[src/rtl/mac_acc_pipe.sv]
// Pipelined signed multiply-accumulate with read-modify-write of an external
// partial-sum register file, write-back forwarding, saturation and range checks.
module mac_acc_pipe #(
    parameter int DW       = 16,
    parameter int AW       = 7,
    parameter int MULT_LAT = 5,
    parameter int DEPTH    = 100,
    parameter int FRAC     = 0
) (
    input  logic                 clk,
    input  logic                 reset,
    input  logic                 in_valid,
    input  logic                 in_first,
    input  logic                 in_last,
    input  logic [AW-1:0]        in_addr,
    input  logic signed [DW-1:0] in_data,
    input  logic signed [DW-1:0] in_weight,
    output logic [AW-1:0]        rf_rd_addr,
    input  logic signed [DW-1:0] rf_rd_data,
    output logic                 rf_wr_en,
    output logic [AW-1:0]        rf_wr_addr,
    output logic signed [DW-1:0] rf_wr_data,
    output logic                 busy,
    output logic                 done,
    output logic                 sat_flag,
    output logic                 addr_err,
    input  logic                 clear_flags
);

    localparam int LA = MULT_LAT - 1;
    localparam logic signed [2*DW:0] SMAX = {{(DW+2){1'b0}}, {(DW-1){1'b1}}};
    localparam logic signed [2*DW:0] SMIN = {{(DW+2){1'b1}}, {(DW-1){1'b0}}};

    logic [MULT_LAT-1:0]    vld_q;
    logic [MULT_LAT-1:0]    first_q;
    logic [MULT_LAT-1:0]    last_q;
    logic [AW-1:0]          addr_q [MULT_LAT];
    logic signed [2*DW-1:0] prod_q [MULT_LAT];
    logic signed [2*DW-1:0] prod_in;

    logic                 wb_vld_q, wb_vld_d;
    logic                 wb_last_q, wb_last_d;
    logic [AW-1:0]        wb_addr_q, wb_addr_d;
    logic signed [DW-1:0] wb_data_q, wb_data_d;
    logic                 sat_q, sat_d;
    logic                 err_q, err_d;

    logic                   in_range;
    logic signed [2*DW-1:0] p_a;
    logic signed [DW-1:0]   operand;
    logic signed [2*DW:0]   sum;
    logic                   clip_hi;
    logic                   clip_lo;

    assign prod_in = (2*DW)'(in_data) * (2*DW)'(in_weight);

    // Control tags ride alongside the product; first/last are masked by valid.
    always_ff @(posedge clk) begin
        if (reset) begin
            vld_q   <= '0;
            first_q <= '0;
            last_q  <= '0;
            for (int i = 0; i < MULT_LAT; i++) begin
                addr_q[i] <= '0;
                prod_q[i] <= '0;
            end
        end else begin
            vld_q[0]   <= in_valid;
            first_q[0] <= in_valid & in_first;
            last_q[0]  <= in_valid & in_last;
            addr_q[0]  <= in_addr;
            prod_q[0]  <= prod_in;
            for (int i = 1; i < MULT_LAT; i++) begin
                vld_q[i]   <= vld_q[i-1];
                first_q[i] <= first_q[i-1];
                last_q[i]  <= last_q[i-1];
                addr_q[i]  <= addr_q[i-1];
                prod_q[i]  <= prod_q[i-1];
            end
        end
    end

    assign rf_rd_addr = addr_q[LA];
    assign in_range   = 32'(addr_q[LA]) < 32'(DEPTH);
    assign p_a        = prod_q[LA] >>> FRAC;

    always_comb begin
        operand = rf_rd_data;
        if (first_q[LA]) begin
            operand = '0;
        end else if (wb_vld_q && wb_addr_q == addr_q[LA]) begin
            operand = wb_data_q;
        end
    end

    assign sum     = {{(DW+1){operand[DW-1]}}, operand} + {p_a[2*DW-1], p_a};
    assign clip_hi = sum > SMAX;
    assign clip_lo = sum < SMIN;

    always_comb begin
        wb_vld_d  = vld_q[LA] & in_range;
        wb_last_d = vld_q[LA] & last_q[LA];
        wb_addr_d = addr_q[LA];
        wb_data_d = sum[DW-1:0];
        if (clip_hi) begin
            wb_data_d = {1'b0, {(DW-1){1'b1}}};
        end else if (clip_lo) begin
            wb_data_d = {1'b1, {(DW-1){1'b0}}};
        end
        sat_d = sat_q | (wb_vld_d & (clip_hi | clip_lo));
        err_d = err_q | (vld_q[LA] & ~in_range);
        if (clear_flags) begin
            sat_d = 1'b0;
            err_d = 1'b0;
        end
    end

    always_ff @(posedge clk) begin
        if (reset) begin
            wb_vld_q  <= 1'b0;
            wb_last_q <= 1'b0;
            wb_addr_q <= '0;
            wb_data_q <= '0;
            sat_q     <= 1'b0;
            err_q     <= 1'b0;
        end else begin
            wb_vld_q  <= wb_vld_d;
            wb_last_q <= wb_last_d;
            wb_addr_q <= wb_addr_d;
            wb_data_q <= wb_data_d;
            sat_q     <= sat_d;
            err_q     <= err_d;
        end
    end

    assign rf_wr_en   = wb_vld_q;
    assign rf_wr_addr = wb_addr_q;
    assign rf_wr_data = wb_data_q;
    assign done       = wb_last_q;
    assign busy       = (|vld_q) | wb_vld_q;
    assign sat_flag   = sat_q;
    assign addr_err   = err_q;

endmodule
[config.mk]
export PLATFORM = sky130hd
export DESIGN_NAME = mac_acc_pipe
export DESIGN_NICKNAME = d
export VERILOG_FILES = /design/src/rtl/mac_acc_pipe.sv
export SDC_FILE = /design/constraint.sdc
export NUM_CORES = 1
export LEC_CHECK = 0
export ABC_CLOCK_PERIOD_IN_PS = 8650
export CAP_MARGIN = 20
export CORE_ASPECT_RATIO = 2
export CORE_MARGIN = 4
export CORE_UTILIZATION = 35
export CTS_CLUSTER_SIZE = 14
export DETAILED_ROUTE_END_ITERATION = 7
export DONT_BUFFER_PORTS = 1
export REMOVE_ABC_BUFFERS = 1
export SLEW_MARGIN = 30
export SYNTH_ARGS = -nofsm -noshare
export SYNTH_HDL_FRONTEND = slang
export SYNTH_SLANG_ARGS = --single-unit
export TNS_END_PERCENT = 1
[constraint.sdc]
create_clock -name clk -period 8.65 [get_ports clk]
set_input_delay 1.73 -clock clk [delete_from_list [all_inputs] [get_ports clk]]
set_output_delay 1.73 -clock clk [all_outputs]
set_load 0.05 [all_outputs]
==> metrics <==
synth warn 0; max-slew violations 0; design area 19800 µm²; Die Area 57400 µm²; hold_ws 0.421 ns; Setup WS post-layout 1.35 ns; MaxCap Viol Count 0; PortBufs 0; startpoint types input port; DRT Pass-1 Iters 5; Top FF cell, synth dfxtp_1; CTS tree done; Vert. Die Dim 335 µm; Tcrit/Tclk final 84.4%; grt ovf 0; core footprint 52700 µm²; Total Wirelength 44300 µm; post-synth cell types 69; P&R area growth vs syn 6.18%; WL per Instance 17.2 µm; Mapped Cells 1951; All-Layer GR Usage 15.9%; setup TNS 0 ns; Slew headroom 46.9%; Hold Buf Count CTS 0; H-tree depth 1; Initial DRC Count 523; Layout Skew 0.0186 ns; worst-path fanout max 16; peak supply drop 0.000440 V; post-synthesis async set-or-reset flop share 0%; Initial Util 35.4%; CTS Buf Count 22; Crit. End Element flop; Detail Placement HPWL 35900 µm; Avg Vias per Cell 4.93; status finished, final reports clean; via count 12661; Cell Area, Synth 18700 µm²; synth top area cells fa_1, dfxtp_1, ha_1, nor2b_1, inv_1; number of nets in the layout 2335; placed cell count 2538; kind of critical path input port to flop; Multi-input gate area 12400 µm²; postcts setup bufs 0; # fillers 5337; static leakage 8.95 nW; FP Rows 119; boundary pin count 96; Final Hold Viols 0; CTS root buf clkbuf_16; final non-filler cell total 2570; Worst Tran Pin Value 0.797 ns; DRC 0; synthesis-stage register bit count 237; count leader, synth inv_1; post-synth top area share 28.2%; RSZ-0062 raised after global routing no; Post-synth EDFFs 0; Final Setup Violations 0; largest net degree at the start of global routing 233; register area 4740 µm²; synth cell count leaders inv_1, fa_1, dfxtp_1; Routed Antenna Nets 0; fin crit period 7.30 ns; Syn Area/Cell 9.58 µm²; global-route wire length before repair 72500 µm; vias in the first global route 14393; layout cells sized above 1 3.25%; die width 171 µm; clock sinks 237; Post-Place Cell Area 19200 µm²; fmax 0.137 GHz; RD Place Congestion 0.922; Hold/Removal Path Class flop to flop; cells resized by post-CTS repair 0; post-synthesis sequential area ratio 25.4%; Diodes inserted 0; Worst Path Required 9.04 ns; Place WS 0.803 ns; Max Buffers Root-to-Sink 3; Tot Pwr 8.81 mW; worst skew pair latency 0.51 ns; Worst-path clk slew 0.06 ns; fin util 37.6%; initial antenna violation count 0; power density cells 444 nW/µm²; area leader, netlist fa_1; Arr. time, crit path 7.69 ns
==> final timing paths <==
| path | start | end | slack, ns | cells past startpoint |
|---|---|---|---|---|
| worst min register to register | prod_q[0][112] | prod_q[0][144] | 0.42 | 1 |
| worst min-delay path | prod_q[0][112] | prod_q[0][144] | 0.42 | 1 |
| worst max-delay path | in_data[15] | prod_q[0][30] | 1.35 | 21 |
| worst max register to register | addr_q[0][31] | rf_wr_data[0] | 3.05 | 19 |
==> layer usage <==
| layer | track usage (%) | up-vias | routed length [µm] |
|---|---|---|---|
| li1 | - | 5931 | - |
| met1 | 14.5 | 6254 | 14400 |
| met2 | 31.6 | 313 | 24900 |
| met3 | 1.38 | 163 | 1370 |
| met4 | 11.0 | 0 | 3640 |
| met5 | 0 | - | 0 |
==> flip-flops by register name (all words and copies together) (netlist names), 5 cells and up <==
signal and count:
addr_q 35, first_q 5, last_q 5, prod_q 160
rf_wr_addr 7, rf_wr_data 16, vld_q 5
==> critical path, cell delays in order <==
cell,delay (ns)
nand2_1,0.09
inv_1,0.09
fa_1,0.58
fa_1,0.73
inv_1,0.26
fa_1,0.54
inv_1,0.05
fa_1,0.48
inv_1,0.06
fa_1,0.50
fa_1,0.54
inv_1,0.04
ha_1,0.38
and3_1,0.21
and4_1,0.21
and2_1,0.13
nand4_1,0.11
a21boi_0,0.29
o21a_1,0.19
o21a_1,0.14
mux2_2,0.33
==> logic make-up (layout without fill, tap and decap cells) <==
group                    after synthesis  after routing  synth area share (%)
flip-flops                           237            237                  25.4
AO/OA/AOI/OAI                        215            215                  7.95
XOR/XNOR                              62             62                  2.91
multiplexers                          21             21                  1.16
buffers and inverters                387            341                  8.05
AND/OR/NAND/NOR                      652            652                  18.7
adder cells (fa/ha/maj)              377            377                  35.8
==> where the power goes <==
group	internal, mW	switching (mW)	leakage, nW
registers	1.27	0.0631	1.94
clock network	0.511	0.383	0.317
logic	2.89	3.68	6.69
total	4.68	4.13	8.95
==> layout make-up <==
cell class | count | area share, %
Tap cell | 665 | 4.19
Sequential cell | 237 | 23.9
Timing Repair Buffer | 3 | 0.114
Inverter | 306 | 5.79
Multi-Input combinational cell | 1327 | 62.7
Clock buffer | 29 | 3.01
Clock inverter | 3 | 0.278
==> cell usage in the layout, fill, tap and decap left out, types with 10 or more instances in the layout <==
cell type,instances
o21ai_0,34
fa_1,263
and2_1,130
nand2_1,157
clkbuf_16,22
o31ai_2,10
xor2_1,22
mux2i_1,19
and3_1,13
dfxtp_1,237
a21o_1,24
nor2b_1,192
o21a_1,12
nor3_1,14
nand2b_1,18
a21oi_1,61
xnor2_1,40
ha_1,114
nand4_1,11
nand3_1,13
inv_1,305
nor2_1,77
Power figures use the tool's default switching activity.
